$ cat src/rtl/arm_lp_fetch_pkg.sv
// Shared types and constants for the instruction fetch unit.
// Holds the fetch FSM state encoding, the NOP used for fault entries and the alignment check.
package arm_lp_fetch_pkg;

  typedef enum logic [1:0] {
    IDLE    = 2'd0,
    REQ     = 2'd1,
    DISCARD = 2'd2
  } fetch_state_t;

  localparam logic [31:0] NOP_WORD        = 32'hD503201F;
  localparam logic [1:0]  WORD_ALIGN_MASK = 2'b11;

  function automatic logic is_word_aligned(input logic [1:0] low_bits);
    return (low_bits & WORD_ALIGN_MASK) == 2'b00;
  endfunction

endpackage

$ cat src/rtl/fetch_fifo.sv
// Small circular FIFO that buffers fetched entries for decode.
// Flush empties it and overrides any push or pop in the same cycle.
module fetch_fifo #(
  parameter int DEPTH = 2,
  parameter int WIDTH = 65
) (
  input  logic                     clock,
  input  logic                     reset_n,
  input  logic                     push,
  input  logic [WIDTH-1:0]         push_data,
  input  logic                     pop,
  input  logic                     flush,
  output logic                     head_valid,
  output logic [WIDTH-1:0]         head_data,
  output logic [$clog2(DEPTH):0]   count
);

  localparam int PTR_W = $clog2(DEPTH);
  localparam int CNT_W = PTR_W + 1;

  logic [WIDTH-1:0] mem_q [DEPTH];
  logic [WIDTH-1:0] mem_d [DEPTH];
  logic [PTR_W-1:0] wr_ptr_q, wr_ptr_d;
  logic [PTR_W-1:0] rd_ptr_q, rd_ptr_d;
  logic [CNT_W-1:0] count_q, count_d;
  logic             do_pop;

  assign do_pop = pop && (count_q != '0);

  always_comb begin
    mem_d    = mem_q;
    wr_ptr_d = wr_ptr_q;
    rd_ptr_d = rd_ptr_q;
    count_d  = count_q;
    if (flush) begin
      wr_ptr_d = '0;
      rd_ptr_d = '0;
      count_d  = '0;
    end else begin
      if (push) begin
        mem_d[wr_ptr_q] = push_data;
        wr_ptr_d        = wr_ptr_q + 1'b1;
      end
      if (do_pop) begin
        rd_ptr_d = rd_ptr_q + 1'b1;
      end
      case ({push, do_pop})
        2'b10:   count_d = count_q + 1'b1;
        2'b01:   count_d = count_q - 1'b1;
        default: count_d = count_q;
      endcase
    end
  end

  always_ff @(posedge clock) begin
    if (!reset_n) begin
      for (int i = 0; i < DEPTH; i++) mem_q[i] <= '0;
      wr_ptr_q <= '0;
      rd_ptr_q <= '0;
      count_q  <= '0;
    end else begin
      mem_q    <= mem_d;
      wr_ptr_q <= wr_ptr_d;
      rd_ptr_q <= rd_ptr_d;
      count_q  <= count_d;
    end
  end

  // An empty FIFO presents an all-zero head so stale entries never leak to decode.
  assign head_valid = (count_q != '0);
  assign head_data  = head_valid ? mem_q[rd_ptr_q] : '0;
  assign count      = count_q;

endmodule

$ cat src/rtl/instruction_fetch_unit.sv
// Fetch stage: accepts PC addresses, reads instruction memory over req/ack,
// and queues tagged instructions (or misalignment faults) for decode.
module instruction_fetch_unit
  import arm_lp_fetch_pkg::*;
#(
  parameter int DEPTH  = 2,
  parameter int ADDR_W = 32,
  parameter int DATA_W = 32
) (
  input  logic              clock,
  input  logic              reset_n,
  input  logic [ADDR_W-1:0] pc_addr,
  input  logic              pc_valid,
  output logic              pc_ready,
  input  logic              flush,
  output logic              mem_req,
  output logic [ADDR_W-1:0] mem_addr,
  input  logic              mem_ack,
  input  logic [DATA_W-1:0] mem_rdata,
  output logic              inst_valid,
  output logic [DATA_W-1:0] inst_word,
  output logic [ADDR_W-1:0] inst_pc,
  output logic              inst_fault,
  input  logic              decode_ready
);

  localparam int ENTRY_W = DATA_W + ADDR_W + 1;
  localparam int CNT_W   = $clog2(DEPTH) + 1;
  localparam logic [CNT_W-1:0] FULL_COUNT = CNT_W'(DEPTH);

  fetch_state_t       state_q, state_d;
  logic               mem_req_q, mem_req_d;
  logic [ADDR_W-1:0]  mem_addr_q, mem_addr_d;
  logic               push;
  logic [ENTRY_W-1:0] push_data;
  logic               head_valid;
  logic [ENTRY_W-1:0] head_data;
  logic [CNT_W-1:0]   fifo_count;
  logic               accept;

  // Only accept when a FIFO slot is free, so the single outstanding read can always land.
  assign pc_ready = reset_n && (state_q == IDLE) && !flush && (fifo_count < FULL_COUNT);
  assign accept   = pc_ready && pc_valid;

  always_comb begin
    state_d    = state_q;
    mem_req_d  = mem_req_q;
    mem_addr_d = mem_addr_q;
    push       = 1'b0;
    push_data  = {mem_rdata, mem_addr_q, 1'b0};
    case (state_q)
      IDLE: begin
        if (accept) begin
          if (is_word_aligned(pc_addr[1:0])) begin
            mem_addr_d = pc_addr;
            mem_req_d  = 1'b1;
            state_d    = REQ;
          end else begin
            push      = 1'b1;
            push_data = {DATA_W'(NOP_WORD), pc_addr, 1'b1};
          end
        end
      end
      REQ: begin
        if (mem_ack) begin
          push      = !flush;
          mem_req_d = 1'b0;
          state_d   = IDLE;
        end else if (flush) begin
          state_d = DISCARD;
        end
      end
      DISCARD: begin
        if (mem_ack) begin
          mem_req_d = 1'b0;
          state_d   = IDLE;
        end
      end
      default: begin
        mem_req_d = 1'b0;
        state_d   = IDLE;
      end
    endcase
  end

  always_ff @(posedge clock) begin
    if (!reset_n) begin
      state_q    <= IDLE;
      mem_req_q  <= 1'b0;
      mem_addr_q <= '0;
    end else begin
      state_q    <= state_d;
      mem_req_q  <= mem_req_d;
      mem_addr_q <= mem_addr_d;
    end
  end

  fetch_fifo #(
    .DEPTH (DEPTH),
    .WIDTH (ENTRY_W)
  ) u_fifo (
    .clock      (clock),
    .reset_n    (reset_n),
    .push       (push),
    .push_data  (push_data),
    .pop        (head_valid && decode_ready),
    .flush      (flush),
    .head_valid (head_valid),
    .head_data  (head_data),
    .count      (fifo_count)
  );

  assign mem_req    = mem_req_q;
  assign mem_addr   = mem_addr_q;
  assign inst_valid = head_valid;
  assign inst_word  = head_data[ENTRY_W-1 -: DATA_W];
  assign inst_pc    = head_data[ADDR_W:1];
  assign inst_fault = head_data[0];

endmodule
$ cat config.mk
export PLATFORM = sky130hd
export DESIGN_NAME = instruction_fetch_unit
export DESIGN_NICKNAME = d
export VERILOG_FILES = /design/src/rtl/arm_lp_fetch_pkg.sv /design/src/rtl/fetch_fifo.sv /design/src/rtl/instruction_fetch_unit.sv
export SDC_FILE = /design/constraint.sdc
export NUM_CORES = 1
export LEC_CHECK = 0
export CAP_MARGIN = 20
export CELL_PAD_IN_SITES_DETAIL_PLACEMENT = 1
export CELL_PAD_IN_SITES_GLOBAL_PLACEMENT = 2
export CORE_MARGIN = 4
export CORE_UTILIZATION = 33
export DETAILED_ROUTE_END_ITERATION = 8
export MAX_ROUTING_LAYER = met4
export PLACE_DENSITY = 0.85
export REMOVE_ABC_BUFFERS = 1
export SLEW_MARGIN = 20
export SYNTH_ARGS = -nofsm -noshare
export SYNTH_HDL_FRONTEND = slang
export SYNTH_SLANG_ARGS = --single-unit
$ cat constraint.sdc
create_clock -name clock -period 6.25 [get_ports clock]
set_clock_uncertainty 0.05 [all_clocks]
set_input_delay 0.9375 -clock clock [delete_from_list [all_inputs] [get_ports clock]]
set_output_delay 0.9375 -clock clock [all_outputs]
set_load 0.02 [all_outputs]
======== After elaboration in Yosys (flattened, before gate mapping) ========
Index checks and enable logic that the tools add are counted.
cells by class
  bitwise gates (word level) .............. 4
  eq/ne operators ......................... 9
  reductions and logical operators ........ 18
  multiplexer cells ....................... 25
  add/sub/neg operators ................... 4
  order comparisons ....................... 4
operators by type and width
  operator                                              number
  2-to-1 mux 65 bit                                     8
  bitwise mux 130 bit                                   1
  demux 65 bit (select 1 bit)                           1
  2-to-1 mux 2 bit                                      5
  logical AND 1 bit                                     7
  2-to-1 mux 1 bit                                      6
  one-hot mux 2 bit (3 select lines)                    1
  AND reduction 3 bit                                   2
  equality test 2 x 1 -> 1 bit (second input constant)  2
  equality test 2 bit (second input constant)           2
  >= comparator 2 bit (second input constant)           2
  zero test 2 bit                                       2
  != test 2 x 1 -> 1 bit (second input constant)        2
  != test 2 bit (second input constant)                 2
  inverter 1 -> 2 bit                                   2
  one-hot mux 1 bit (2 select lines)                    2
  one-hot mux 2 bit (2 select lines)                    1
  AND reduction 4 bit                                   1
  nonzero test 2 bit                                    2
  OR reduction 2 bit                                    2
  != test 3 bit (second input constant)                 1
  adder 1 bit (second input constant)                   2
  adder 2 x 1 -> 2 bit (second input constant)          1
  < comparator 2 x 1 -> 1 bit (second input constant)   1
  other kinds (5)                                       6
word-level totals
  bits in registers ....................... 169
  word-level logic and storage cells ...... 72

======== Depth between registers and ports, before layout ========
  depth after elaboration ................. 9
  depth in mapped cells ................... 11
  gate-level depth less buffers ........... 9

======== By module ========
Synthesis repeated with hierarchy kept, for this count alone.
unflattened totals
  cell total of the unflattened synthesis .. 971
  area total of the unflattened synthesis .. 8127.8 um2
by module, submodules not included
  module                  sequential area each (um2)  area each (um2)  cells an instance  instances
  fetch_fifo              2682.6                      6002.0           732                1
  instruction_fetch_unit  700.7                       2125.8           239                1

======== Worst setup path after synthesis ========
Ideal clock, no wire load.
  path type ............................... input-to-reg
  start ................................... in reset_n
  end ..................................... reg u_fifo.count_q[1], in the netlist u_fifo.count[1]
  stages on the path ...................... 9
  setup time .............................. 70 ps
  data required time ...................... 6130 ps
  data arrival time ....................... 2596 ps
  setup slack ............................. 3534 ps
  path through ............................ buf_2 nand4bb_4 o21ai_4 buf_6 inv_2 buf_6 ha_1 or3_1 a21oi_1
on the way
  cells in the longest elaborated chain, start to end .. 8
ends and longest elaborated chain
  what                                                                      line                          text
  start: declaration                                                        instruction_fetch_unit.sv:11  input logic reset_n,
  logical AND 1 bit (3 in series)                                           instruction_fetch_unit.sv:42  assign pc_ready = reset_n && (state_q == IDLE) && !flush && (fifo_count < FULL_COUNT);
  logical AND 1 bit                                                         instruction_fetch_unit.sv:43  assign accept = pc_ready && pc_valid;
  2-to-1 mux 1 bit                                                          instruction_fetch_unit.sv:53  if (accept) begin
  one-hot mux 1 bit (2 select lines)                                        instruction_fetch_unit.sv:51  case (state_q)
  equality test 2 x 1 -> 1 bit or equality test 2 bit (tied branches)       fetch_fifo.sv:47              case ({push, do_pop})
  one-hot mux 2 bit (2 select lines) or nonzero test 2 bit (tied branches)  -
  end signal: assignment                                                    fetch_fifo.sv:65              count_q <= count_d;
  end: declaration                                                          fetch_fifo.sv:25              logic [CNT_W-1:0] count_q, count_d;
Parallel ways exist; a longest one is shown, timed or not.
A chain may end at the register's enable or synchronous reset.

======== Final worst setup path ========
  start ................................... reg u_fifo.rd_ptr_q
  end ..................................... out inst_pc[4]
on the way
  cells in the longest elaborated chain, start to end .. 5
ends and longest elaborated chain
  what                                                   line                          text
  start: declaration                                     fetch_fifo.sv:24              logic [PTR_W-1:0] rd_ptr_q, rd_ptr_d;
  start signal: assignment                               fetch_fifo.sv:64              rd_ptr_q <= rd_ptr_d;
  inverter 1 -> 2 bit (not written as such)              fetch_fifo.sv:71              assign head_data = head_valid ? mem_q[rd_ptr_q] : '0;
  2-to-1 mux 65 bit (not written as such) (3 in series)  fetch_fifo.sv:71
  2-to-1 mux 65 bit                                      fetch_fifo.sv:71
  end: declaration                                       instruction_fetch_unit.sv:22  output logic [ADDR_W-1:0] inst_pc,
Every way passes these cells. The select of a mux whose other input is x is not followed.

==> key figures <==
Drt
  • DRC viols: 0
  • WL per Instance: 19.0 um
  • DR vias: 6498
  • Final ANT Viol Nets: 0
  • Routed wire length: 23500 um
  • Pre-antenna DRT Iters: 4
  • DR iter-0 viols: 323
  • Vias per cell: 5.25

Yosys
  • Synthesized area: 0.00765 mm2
  • Synth async-reset ratio: 0%
  • Share of the synthesized area in the top cell type: 44.2%
  • YS warnings: 0
  • Distinct cells, synth: 38
  • Sequential share of the synthesized area: 44.2%
  • Synth area leader: dfxtp_1
  • Mean Syn Cell Area: 9.37 um2
  • Syn Inst Count: 816
  • EDFF count, synth: 0
  • Ys flop type: dfxtp_1
  • Yosys reg bits: 169
  • Ranking of synthesized cells by area: dfxtp_1, mux2i_1, a22o_1

Job
  • Max-cap violations: 0

Place
  • # port buffers: 169
  • Routability Congestion: 0.738
  • Inst Count DP: 1206
  • HPWL Detailed: 14900 um

Clocking
  • CTS tree: yes
  • Number of setup buffers added after CTS: 0
  • Clock root cell: clkbuf_16
  • Total CTS buffers: 17
  • Clk_lat worst skew: 430 ps
  • Clk buf depth: 2
  • H-tree level count: 4
  • Post-cts hold buffer count: 0
  • Clock sink total: 169
  • Post-CTS Resized: 0
  • Clock-pin slew of the registers on the worst-case setup and hold paths: 60 ps

Final layout
  • Layout Cells excl Fill: 1238
  • Share of cells above drive strength 1: 6.09%
  • Synth-to-Final Area Change: 31.4%
  • Final Net Count: 1015

Setup path
  • Crit path max fanout: 42
  • Reg2Reg Depth: 8
  • Worst Path Arrival: 2790 ps
  • Startpoint Class: flip-flop
  • CP Class: flip-flop to output port
  • Critical Path End Type: output port
  • Reg2Reg Setup Slack: 3470 ps
  • Req. time, crit path: 5260 ps

Timing
  • Final Hold Violating Endpoints: 0
  • FMAX: 0.265 GHz
  • Worst-Margin Slew: 1050 ps
  • Setup violations, final: 0
  • Slew margin rel.: 29.7%
  • Fin Setup TNS: 0 ps
  • Slew Limit Fails: 0
  • RSZ-0062 raised after global routing: false
  • Tmin final: 3770 ps
  • Tcrit/Tclk final: 60.4%

Global routing
  • Antenna violations before repair: 1
  • Largest net degree at the start of global routing: 85
  • Gr usage total: 18.8%
  • Vias in the first global route: 6812
  • Gr ovfl total: 0
  • First-pass GRT wire length: 38000 um

Min path
  • Hold crit path type: flip-flop to flip-flop
  • Worst hold stages: 2

Power and ir drop
  • Seq pwr share: 42.7%
  • Share of power burned in combinational logic: 16.1%
  • Pwr Density: 270 mW/mm2
  • Clock power frac: 41.3%
  • Leakage Power: 3.48 nW
  • Tot Pwr: 2.72 mW
  • Worst vdd ir: 0.163 mV
  • Int Pwr: 1.98 mW
  • Sw frac: 27.1%
  • Psw: 735 uW

Floorplanning
  • DIE HEIGHT: 160 um
  • Initial Utilization: 33.7%
  • Core Area: 0.0227 mm2
  • IO Count: 170
  • DIE AREA: 0.0257 mm2
  • Die width: 160 um
  • Std cell rows: 55

Outcome
  • Outcome: complete, no violations
through the flow:
step / worst slack [ps] / hold slack, ps / cell area, um2 / util (%)
detailed placement: 2720 / 397 / 9410 / 41.5
CTS: 2420 / 415 / 10000 / 44.2
global placement: 2820 / 394 / 9410 / 41.5
floorplan: 1250 / 382 / 7250 / -
global route: 2310 / 430 / 10000 / 44.2
finish: 2480 / 409 / 10000 / 44.2
flip-flops by register name, summed over array words and instances (netlist names):
register         cells
u_fifo.mem_q       130
mem_addr            32
state_q              2
u_fifo.count         2
mem_req              1
u_fifo.rd_ptr_q      1
u_fifo.wr_ptr_q      1
path summary, 6_finish.rpt:
kind / start / end
worst max-delay path: u_fifo.rd_ptr_q$_SDFFE_PP0P_ / inst_pc[4]
worst min register to register: u_fifo.mem_q[49]$_SDFFE_PN0P_ / u_fifo.mem_q[49]$_SDFFE_PN0P_
worst max register to register: state_q[0]$_SDFFE_PN0P_ / u_fifo.count[1]$_SDFFE_PP0P_
worst min-delay path: u_fifo.mem_q[49]$_SDFFE_PN0P_ / u_fifo.mem_q[49]$_SDFFE_PN0P_
synth_stat cells (10+ instances only):
master	count
buf_2	23
mux2i_1	142
nand3_1	20
buf_6	10
clkbuf_1	32
nand2_1	113
o21ai_1	18
o2bb2ai_1	30
dfxtp_1	169
nor2_1	73
a21oi_1	41
o21ai_0	16
o211ai_1	19
a22o_1	60
worst max-delay path, cell delays in order (launching register included):
cell             delay, ps
dfxtp_4                880
buf_4                  530
mux2i_1                150
nor2_1                 130
clkdlybuf4s50_1        630
cell usage in the layout (no fill, tap or decap), types with 5 or more instances in the layout:
cell               n
o2bb2ai_1         30
o21ai_1           18
o211ai_1          19
clkdlybuf4s50_1  168
clkbuf_16         18
a22o_1            60
nand2_1          113
inv_1              6
nor2_1            70
a21oi_1           38
o21ai_0           16
dfxtp_1          168
buf_4             11
ha_1               5
mux2i_1          142
nand3_1           20
power by group through the flow:
stage	Combinational [mW]	Clock (mW)	Sequential (mW)
final	0.436	1.12	1.16
after global placement	0.433	0	1.18
after global routing	0.478	1.20	1.17
after floorplan	0.259	0	1.18
after CTS	0.444	1.15	1.16
after detailed placement	0.442	0	1.18
cells by family after synthesis:
logic type                 count (synthesis)  share of synthesized area, %
muxes                                    142                          18.6
buffers and inverters                     83                          5.58
xor gates and xnor gates                   3                         0.344
and+or+nand+nor                          218                          11.8
AOI/OAI and AO/OA                        196                          18.6
adders and majority gates                  5                         0.818
DFF                                      169                          44.2
layout make-up:
cell class	count	area [um2]
clock buffer	22	495
clock inverter	9	136
timing repair buffer	179	1760
sequential	169	3390
fill	2545	12700
tap	285	357
inverter	9	33.8
multi-input combinational	564	3870
antenna	1	2.50
routing by layer:
metal	part of all wire, %	wire length (um)	vias to the layer above	global-route usage [%]
li1	-	-	3154	-
met1	50	11700	3163	25.3
met5	0	0	-	-
met2	44	10200	166	28.4
met3	6.0	1410	15	5.16
met4	0.66	156	0	4.22
No activity file was read; power rests on OpenSTA's default activity.
